--- config.mk ---
export PLATFORM = sky130hd
export DESIGN_NAME = verifier_eval_mle_fold
export DESIGN_NICKNAME = d
export VERILOG_FILES = /design/src/rtl/verifier_eval_mle_fold_pkg.sv /design/src/rtl/field_adder.sv /design/src/rtl/field_multiplier.sv /design/src/rtl/field_subtract.sv /design/src/rtl/verifier_mle_fold_step.sv /design/src/rtl/verifier_eval_mle_fold.sv
export SDC_FILE = /design/constraint.sdc
export NUM_CORES = 2
export LEC_CHECK = 0
export CAP_MARGIN = 20
export CORE_MARGIN = 2
export CORE_UTILIZATION = 45
export DETAILED_ROUTE_END_ITERATION = 8
export PLACE_DENSITY_LB_ADDON = 0.12
export SYNTH_ARGS = -nofsm -noshare
export SYNTH_HDL_FRONTEND = slang
export SYNTH_SLANG_ARGS = --single-unit
export TNS_END_PERCENT = 30
--- constraint.sdc ---
create_clock -name clk -period 11.9 [get_ports clk]
set_clock_uncertainty 0.1 [all_clocks]
set_input_delay 1.19 -clock clk [delete_from_list [all_inputs] [get_ports clk]]
set_output_delay 1.19 -clock clk [all_outputs]
set_load 0.02 [all_outputs]
--- src/rtl/verifier_eval_mle_fold_pkg.sv ---
`default_nettype none
// ============================================================================
// Package : verifier_eval_mle_fold_pkg
// Purpose : Prime-field constants and the product reduction helper shared by
//           the MLE fold datapath. The field is GF(q), q = 2^31 - 1, and every
//           element is carried in F_NBITS = 32 bits with value < q.
// Contents: F_NBITS, FIELD_Q, field_reduce_prod()
// Revision: 1.0 - initial release
// ============================================================================
package verifier_eval_mle_fold_pkg;

  localparam int                 F_NBITS = 32;
  localparam logic [F_NBITS-1:0] FIELD_Q = 32'h7FFF_FFFF;

  // Reduce a double-width product mod 2^31-1. Because 2^31 == 1 (mod q),
  // the 31-bit digits of the product can simply be summed; two folds and a
  // single conditional subtract leave a canonical value.
  function automatic logic [F_NBITS-1:0] field_reduce_prod(
    input logic [2*F_NBITS-1:0] prod
  );
    logic [32:0]        s1;
    logic [F_NBITS-1:0] s2;
    s1 = 33'(prod[30:0]) + 33'(prod[61:31]) + 33'(prod[63:62]);
    s2 = 32'(s1[30:0]) + 32'(s1[32:31]);
    return (s2 >= FIELD_Q) ? (s2 - FIELD_Q) : s2;
  endfunction

endpackage
`default_nettype wire

--- src/rtl/field_adder.sv ---
`default_nettype none
// ============================================================================
// Module  : field_adder
// Purpose : c = (a + b) mod q, registered. ready pulses for one cycle, the
//           cycle after en, while c holds the new sum.
// Ports   : clk, rstb (async, active-low), en, a, b -> c, ready
// Revision: 1.0 - initial release
// ============================================================================
module field_adder
  import verifier_eval_mle_fold_pkg::*;
(
  input  logic               clk,
  input  logic               rstb,
  input  logic               en,
  input  logic [F_NBITS-1:0] a,
  input  logic [F_NBITS-1:0] b,
  output logic [F_NBITS-1:0] c,
  output logic               ready
);

  logic [F_NBITS-1:0] sum;
  logic [F_NBITS-1:0] sum_red;

  always_comb begin
    sum     = a + b;
    sum_red = (sum >= FIELD_Q) ? (sum - FIELD_Q) : sum;
  end

  always_ff @(posedge clk or negedge rstb) begin
    if (!rstb) begin
      c     <= '0;
      ready <= 1'b0;
    end else begin
      ready <= en;
      if (en) c <= sum_red;
    end
  end

endmodule
`default_nettype wire

--- src/rtl/field_multiplier.sv ---
`default_nettype none
// ============================================================================
// Module  : field_multiplier
// Purpose : c = (a * b) mod q in two stages: raw product, then reduction.
//           ready pulses for one cycle, two cycles after en.
// Ports   : clk, rstb (async, active-low), en, a, b -> c, ready
// Revision: 1.0 - initial release
// ============================================================================
module field_multiplier
  import verifier_eval_mle_fold_pkg::*;
(
  input  logic               clk,
  input  logic               rstb,
  input  logic               en,
  input  logic [F_NBITS-1:0] a,
  input  logic [F_NBITS-1:0] b,
  output logic [F_NBITS-1:0] c,
  output logic               ready
);

  logic [2*F_NBITS-1:0] prod;
  logic                 prod_vld;

  always_ff @(posedge clk or negedge rstb) begin
    if (!rstb) begin
      prod     <= '0;
      prod_vld <= 1'b0;
      c        <= '0;
      ready    <= 1'b0;
    end else begin
      prod_vld <= en;
      ready    <= prod_vld;
      if (en)       prod <= 64'(a) * 64'(b);
      if (prod_vld) c    <= field_reduce_prod(prod);
    end
  end

endmodule
`default_nettype wire

--- src/rtl/field_subtract.sv ---
`default_nettype none
// ============================================================================
// Module  : field_subtract
// Purpose : c = (a - b) mod q, registered. ready pulses for one cycle, the
//           cycle after en, while c holds the new difference.
// Ports   : clk, rstb (async, active-low), en, a, b -> c, ready
// Revision: 1.0 - initial release
// ============================================================================
module field_subtract
  import verifier_eval_mle_fold_pkg::*;
(
  input  logic               clk,
  input  logic               rstb,
  input  logic               en,
  input  logic [F_NBITS-1:0] a,
  input  logic [F_NBITS-1:0] b,
  output logic [F_NBITS-1:0] c,
  output logic               ready
);

  logic [F_NBITS-1:0] diff;

  // a + (q - b) stays below 2q, so it cannot overflow the 32-bit carrier.
  always_comb diff = (a >= b) ? (a - b) : (a + (FIELD_Q - b));

  always_ff @(posedge clk or negedge rstb) begin
    if (!rstb) begin
      c     <= '0;
      ready <= 1'b0;
    end else begin
      ready <= en;
      if (en) c <= diff;
    end
  end

endmodule
`default_nettype wire

--- src/rtl/verifier_mle_fold_step.sv ---
`default_nettype none
// ============================================================================
// Module  : verifier_mle_fold_step
// Purpose : One fold step y = a + t*(b - a) mod q, built as a subtract ->
//           multiply -> add chain. The caller sequences the three units by
//           pulsing each en and waiting for the matching ready; a, b and t
//           must stay stable until add_ready.
// Ports   : clk, rstb, sub_en/mul_en/add_en, a, b, t
//           -> sub_ready/mul_ready/add_ready, y (valid with add_ready)
// Revision: 1.0 - initial release
// ============================================================================
module verifier_mle_fold_step
  import verifier_eval_mle_fold_pkg::*;
(
  input  logic               clk,
  input  logic               rstb,
  input  logic               sub_en,
  input  logic               mul_en,
  input  logic               add_en,
  input  logic [F_NBITS-1:0] a,
  input  logic [F_NBITS-1:0] b,
  input  logic [F_NBITS-1:0] t,
  output logic               sub_ready,
  output logic               mul_ready,
  output logic               add_ready,
  output logic [F_NBITS-1:0] y
);

  logic [F_NBITS-1:0] d;
  logic [F_NBITS-1:0] p;

  field_subtract u_sub (
    .clk   (clk),
    .rstb  (rstb),
    .en    (sub_en),
    .a     (b),
    .b     (a),
    .c     (d),
    .ready (sub_ready)
  );

  field_multiplier u_mul (
    .clk   (clk),
    .rstb  (rstb),
    .en    (mul_en),
    .a     (t),
    .b     (d),
    .c     (p),
    .ready (mul_ready)
  );

  field_adder u_add (
    .clk   (clk),
    .rstb  (rstb),
    .en    (add_en),
    .a     (a),
    .b     (p),
    .c     (y),
    .ready (add_ready)
  );

endmodule
`default_nettype wire

--- src/rtl/verifier_eval_mle_fold.sv ---
`default_nettype none
// ============================================================================
// Module  : verifier_eval_mle_fold
// Purpose : Evaluates the multilinear extension of a 2^nValBits-entry vector
//           at point tau by folding the vector in place, one variable per
//           round: v[i] <= v[2i] + tau[j]*(v[2i+1] - v[2i]).
// Ports   : clk, rstb (async, active-low)
//           en      - rising edge starts an evaluation (ignored while busy)
//           tau     - evaluation point, tau[j] binds index bit j
//           vals_in - vector to fold, sampled on the start cycle only
//           result  - MLE value, held from one completion to the next
//           ready   - idle and no start pending
// Revision: 1.0 - initial release
// ============================================================================
module verifier_eval_mle_fold
  import verifier_eval_mle_fold_pkg::*;
#(
  parameter int nValBits = 3,
  parameter int nValues  = 1 << nValBits
)(
  input  logic                              clk,
  input  logic                              rstb,
  input  logic                              en,
  input  logic [nValBits-1:0][F_NBITS-1:0]  tau,
  input  logic [nValues-1:0][F_NBITS-1:0]   vals_in,
  output logic [F_NBITS-1:0]                result,
  output logic                              ready
);

  localparam int RND_W  = $clog2(nValBits + 1);
  localparam int PAIR_W = (nValBits > 1) ? (nValBits - 1) : 1;

  if (nValBits < 1) begin : g_bad_nvalbits
    $error("verifier_eval_mle_fold: nValBits must be >= 1");
  end
  if (nValues != (1 << nValBits)) begin : g_bad_nvalues
    $error("verifier_eval_mle_fold: nValues is derived and must equal 1<<nValBits");
  end

  typedef enum logic [2:0] {
    ST_IDLE   = 3'd0,
    ST_SUB_ST = 3'd1,
    ST_SUB    = 3'd2,
    ST_MUL_ST = 3'd3,
    ST_MUL    = 3'd4,
    ST_ADD_ST = 3'd5,
    ST_ADD    = 3'd6
  } state_t;

  state_t                           state;
  state_t                           state_nxt;
  logic                             en_dly;
  logic                             start;
  logic [RND_W-1:0]                 round;
  logic [PAIR_W-1:0]                pair;
  logic [F_NBITS-1:0]               v [nValues];
  logic [nValBits-1:0][F_NBITS-1:0] tau_q;

  logic [nValBits-1:0] wr_idx;
  logic [nValBits-1:0] idx_a;
  logic [nValBits-1:0] idx_b;
  logic [F_NBITS-1:0]  t_sel;
  logic                last_pair;
  logic                last_round;

  logic               sub_en;
  logic               mul_en;
  logic               add_en;
  logic               sub_ready;
  logic               mul_ready;
  logic               add_ready;
  logic [F_NBITS-1:0] step_y;

  // en_dly resets high so an en already asserted at reset release is not
  // mistaken for a rising edge.
  assign start = en & ~en_dly;

  // Pair i reads v[2i], v[2i+1] and writes v[i]; since i <= 2i, a write never
  // lands on an entry still to be read in the current round.
  assign wr_idx = nValBits'(pair);
  assign idx_a  = wr_idx << 1;
  assign idx_b  = idx_a | nValBits'(1);

  always_comb begin
    t_sel = '0;
    for (int j = 0; j < nValBits; j++) begin
      if (int'(round) == j) t_sel = tau_q[j];
    end
  end

  assign last_round = (int'(round) == (nValBits - 1));
  assign last_pair  = (int'(pair) == ((nValues >> (int'(round) + 1)) - 1));

  verifier_mle_fold_step u_step (
    .clk       (clk),
    .rstb      (rstb),
    .sub_en    (sub_en),
    .mul_en    (mul_en),
    .add_en    (add_en),
    .a         (v[idx_a]),
    .b         (v[idx_b]),
    .t         (t_sel),
    .sub_ready (sub_ready),
    .mul_ready (mul_ready),
    .add_ready (add_ready),
    .y         (step_y)
  );

  always_ff @(posedge clk or negedge rstb) begin
    if (!rstb) state <= ST_IDLE;
    else       state <= state_nxt;
  end

  always_comb begin
    state_nxt = state;
    sub_en    = 1'b0;
    mul_en    = 1'b0;
    add_en    = 1'b0;
    ready     = (state == ST_IDLE) && !start;
    case (state)
      ST_IDLE:   if (start) state_nxt = ST_SUB_ST;
      ST_SUB_ST: begin
        sub_en    = 1'b1;
        state_nxt = ST_SUB;
      end
      ST_SUB:    if (sub_ready) state_nxt = ST_MUL_ST;
      ST_MUL_ST: begin
        mul_en    = 1'b1;
        state_nxt = ST_MUL;
      end
      ST_MUL:    if (mul_ready) state_nxt = ST_ADD_ST;
      ST_ADD_ST: begin
        add_en    = 1'b1;
        state_nxt = ST_ADD;
      end
      ST_ADD: begin
        if (add_ready) state_nxt = (last_pair && last_round) ? ST_IDLE : ST_SUB_ST;
      end
      default:   state_nxt = ST_IDLE;
    endcase
  end

  always_ff @(posedge clk or negedge rstb) begin
    if (!rstb) begin
      en_dly <= 1'b1;
      round  <= '0;
      pair   <= '0;
      result <= '0;
      tau_q  <= '0;
      for (int i = 0; i < nValues; i++) v[i] <= '0;
    end else begin
      en_dly <= en;
      if ((state == ST_IDLE) && start) begin
        for (int i = 0; i < nValues; i++) v[i] <= vals_in[i];
        tau_q <= tau;
        round <= '0;
        pair  <= '0;
      end else if ((state == ST_ADD) && add_ready) begin
        v[wr_idx] <= step_y;
        if (!last_pair) begin
          pair <= pair + PAIR_W'(1);
        end else if (!last_round) begin
          round <= round + RND_W'(1);
          pair  <= '0;
        end else begin
          result <= step_y;
        end
      end
    end
  end

endmodule
`default_nettype wire

==> summary.md <==
| Metric | Value |
|---|---|
| H-tree depth | 3 |
| Synth warnings | 0 |
| Final ANT Viol Nets | 0 |
| FF-to-FF End | u_step.u_mul.prod[63] |
| Post-DP HPWL | 163 mm |
| TritonCTS clock tree | built |
| Hold Crit Endpoint | v[11] |
| WP data arrival | 10,720 ps |
| Layout Cells excl Fill | 9,814 |
| Detailed Route WL | 207 mm |
| WHS Path Cells | 2 |
| Worst Path Required | 12,300 ps |
| Vias in the first global route | 56.3k |
| # hold bufs at CTS | 0 |
| RD Place Congestion | 0.898 |
| Initial antenna violation count | 2 |
| CP startpoint kind | flip-flop |
| DR vias | 52.8k |
| TritonCTS Sinks | 556 |
| Clock root cell | clkbuf_16 |
| Top_reg_cell synth | dfrtp_1 |
| Wirelength per Cell | 21.1 um |
| Fillers | 14.2k |
| Status | complete, but fails checks |
| GRT Total Usage | 27.7% |
| DRC Markers | 2 |
| Max-slew violation total from the final report | 0 |
| Crit end category | flip-flop |
| CP max stage delay | 840 ps |
| Skew-Pair Late Insertion Delay | 680 ps |
| CP max stage cell | o21ai_2 |
| Clk buf depth | 3 |
| Full die area | 153,000 um^2 |
| Worst path most repeated cell | fa_1 |
| Max-cap check violation count | 0 |
| Area growth, synth to finish | 12.4% |
| Seq/Total Area, Yosys | 20.6% |
| Gr ovfl total | 0 |
| Power per cell area | 56.0 nW/um^2 |
| Finished Core Util | 50.8% |
| Met2 wire length | 100 mm |
| Syn Nets | 9,301 |
| Syn Area/Cell | 8.91 um^2 |
| # rows | 142 |
| Worst setup margin | 1570 ps |
| DIE HEIGHT | 391 um |
| Post-CTS Repair Setup Buffers | 0 |
| Async SR Flop Fraction | 100% |
| Via-per-instance ratio | 5.38 |
| Failing checks | design-rule violations |
| Clock transition at path regs | 60 ps |
| Synth Cell Area | 67,600 um^2 |
| Worst-path maximum fanout | 17 |
| Drt initial violations | 3,431 |
| CTS resizes | 0 |
| Router iterations before antenna repair | 9 |
| Placement Setup Slack | 1680 ps |
| Nets | 9,462 |
| Num ports | 388 |
| Largest net degree at the start of global routing | 197 |
| Final worst-path cycle share | 86.8% |
| Setup Viol. Count Final | 0 |
| Max Used Layer | met4 |
| Global-route wire length before repair | 327 mm |
| Unique cell type count in the Yosys netlist | 102 |
| #FFs+latches synth | 556 |
| HP Class | flip-flop to flip-flop |
| RSZ-0062 raised after global routing | false |
| Max-Slew Margin vs Limit | 24.8% |
| Cell count after placement | 9,688 |
| Fmax | 96.8 MHz |
| FF-to-FF path depth | 32 |
| Post-synth EDFFs | 0 |
| Inserted Clock Buffers | 69 |
| Final count of hold timing violations | 0 |
| LEAKAGE | 37.8 nW |
| Die Wd | 391 um |
| Mapped Cells | 7,584 |
| Core Area | 149,000 um^2 |
| Kind of critical path | flip-flop to flip-flop |
| Worst vdd ir | 0.0930 mV |
| DR WL met3 | 9.84 mm |
| Fin Setup TNS | 0 ps |
| Initial Utilization | 45.2% |
| Ratio of cells with drive above 1 in the final layout | 5.51% |
| Startpoint of the worst hold path | v[11] |
| Worst-margin pin slew | 1130 ps |
| Worst R2R Start | round[0] |
| Port Buffers | 387 |
| Met1 Wirelength | 89.2 mm |
| Period minus WS final | 10,330 ps |
| R2R Setup Slk | 1570 ps |
## area by class of cell
type	instances	area, um^2	share of cell area [%]
tap	2016	2520	3.32
antenna	1	2.50	0.00330
sequential	556	13900	18.3
multi-input combinational	5589	48500	63.8
timing repair buffer	498	4780	6.30
clock buffer	93	1970	2.59
inverter	1031	3870	5.10
clock inverter	30	394	0.519
## synth_stat cells (31+ instances only)
master / instances / area, um^2
a21o_1: 72 / 541
a21oi_1: 235 / 1180
and2_1: 633 / 3960
clkbuf_1: 380 / 1430
dfrtp_1: 555 / 13900
fa_1: 933 / 18700
ha_1: 429 / 5370
inv_1: 1030 / 3870
mux2_2: 37 / 417
mux2i_1: 154 / 1540
mux4_2: 64 / 1440
nand2_1: 1597 / 5990
nand2b_1: 31 / 194
nand3_1: 72 / 360
nand4_1: 39 / 244
nor2_1: 220 / 826
nor3_1: 55 / 275
o21ai_0: 356 / 1780
o21bai_1: 31 / 233
xnor2_1: 112 / 981
xor2_1: 62 / 543
## per-layer routing
metal  global-route usage [%]  vias up
li1                         -    24350
met1                     36.6    26770
met2                     46.6     1407
met3                     3.32      302
met4                     10.2        0
met5                        0        -
## cells by family (layout without fill, tap and decap cells)
group           count (synthesis)  after routing  share of synthesized area [%]
flops                         556            556                           20.6
mux                           255            255                           5.03
compound gates                981            981                           9.13
simple gates                 2816           2816                           19.3
other cells                     0              1                              0
buf+inv                      1439           1652                           8.02
fa+ha+maj                    1362           1362                           35.6
xor+xnor                      175            175                           2.28
## placed cells by master (no fill, tap or decap), drive strengths merged, types with 15 or more instances in the layout
cell           count
o21bai            31
fa               933
clkdlybuf4s50    386
a21oi            236
clkbuf            93
nand4             40
a22o              15
a31oi             30
a21o              72
nand2           1597
o2111ai           19
buf              112
mux2              37
mux4              64
and3              23
o21a              26
nor3b             15
or4               15
and2             633
inv             1032
o31ai             16
ha               429
a211oi            27
nor3              55
o21ai            362
or3               25
nor4              22
xor2              62
xnor2            113
or2               15
a22oi             17
nor2b             19
nor2             220
clkinv            20
mux2i            154
nand2b            31
nand3             73
dfrtp            555
## worst max-delay path, delay by kind of cell (launching register included)
| kind | cells | cell delay, ps |
|---|---|---|
| adders and majority gates | 10 | 5230 |
| AOI/OAI and AO/OA | 7 | 1960 |
| and+or+nand+nor | 8 | 1520 |
| buffers and inverters | 6 | 820 |
| DFF | 1 | 420 |
| xor gates and xnor gates | 1 | 130 |
## per-stage QoR
step	hold WS, ps	instance area [um^2]	total power [mW]
2_1_floorplan	329	67600	1.93
3_3_place_gp	351	73500	2.10
3_5_place_dp	357	73500	2.10
4_1_cts	371	75900	4.31
5_1_grt	390	75900	4.39
6_report	366	75900	4.25
## flip-flops by register name (all words and copies together) (netlist names)
| name | flops |
|---|---|
| u_step.u_add.c | 32 |
| round | 2 |
| u_step.u_sub.ready | 1 |
| v | 256 |
| u_step.u_mul.prod_vld | 1 |
| pair | 2 |
| u_step.u_mul.ready | 1 |
| state | 3 |
| u_step.u_add.ready | 1 |
| en_dly | 1 |
| u_step.u_sub.c | 32 |
| result | 32 |
| u_step.u_mul.prod | 64 |
| u_step.u_mul.c | 32 |
| tau_q | 96 |
## report_power, final
part	leakage (nW)	total (mW)	switching, mW	internal (mW)
clock	1.14	2.19	0.926	1.27
combinational	28.9	0.170	0.0656	0.105
sequential	7.76	1.89	0.0000447	1.89
## how the worst max path moves through the flow
| stage | startpoint | to | slack (ps) | cells past startpoint |
|---|---|---|---|---|
| global route | round[0] | u_step.u_mul.prod[63] | 980 | 32 |
| finish | round[0] | u_step.u_mul.prod[63] | 1570 | 32 |
| global placement | round[0] | u_step.u_mul.prod[63] | 1800 | 32 |
| CTS | round[0] | u_step.u_mul.prod[63] | 1650 | 32 |
| floorplan | round[1] | u_step.u_mul.prod[63] | 3210 | 34 |
| detailed placement | round[0] | u_step.u_mul.prod[63] | 1680 | 32 |
Power figures use the tool's default switching activity.
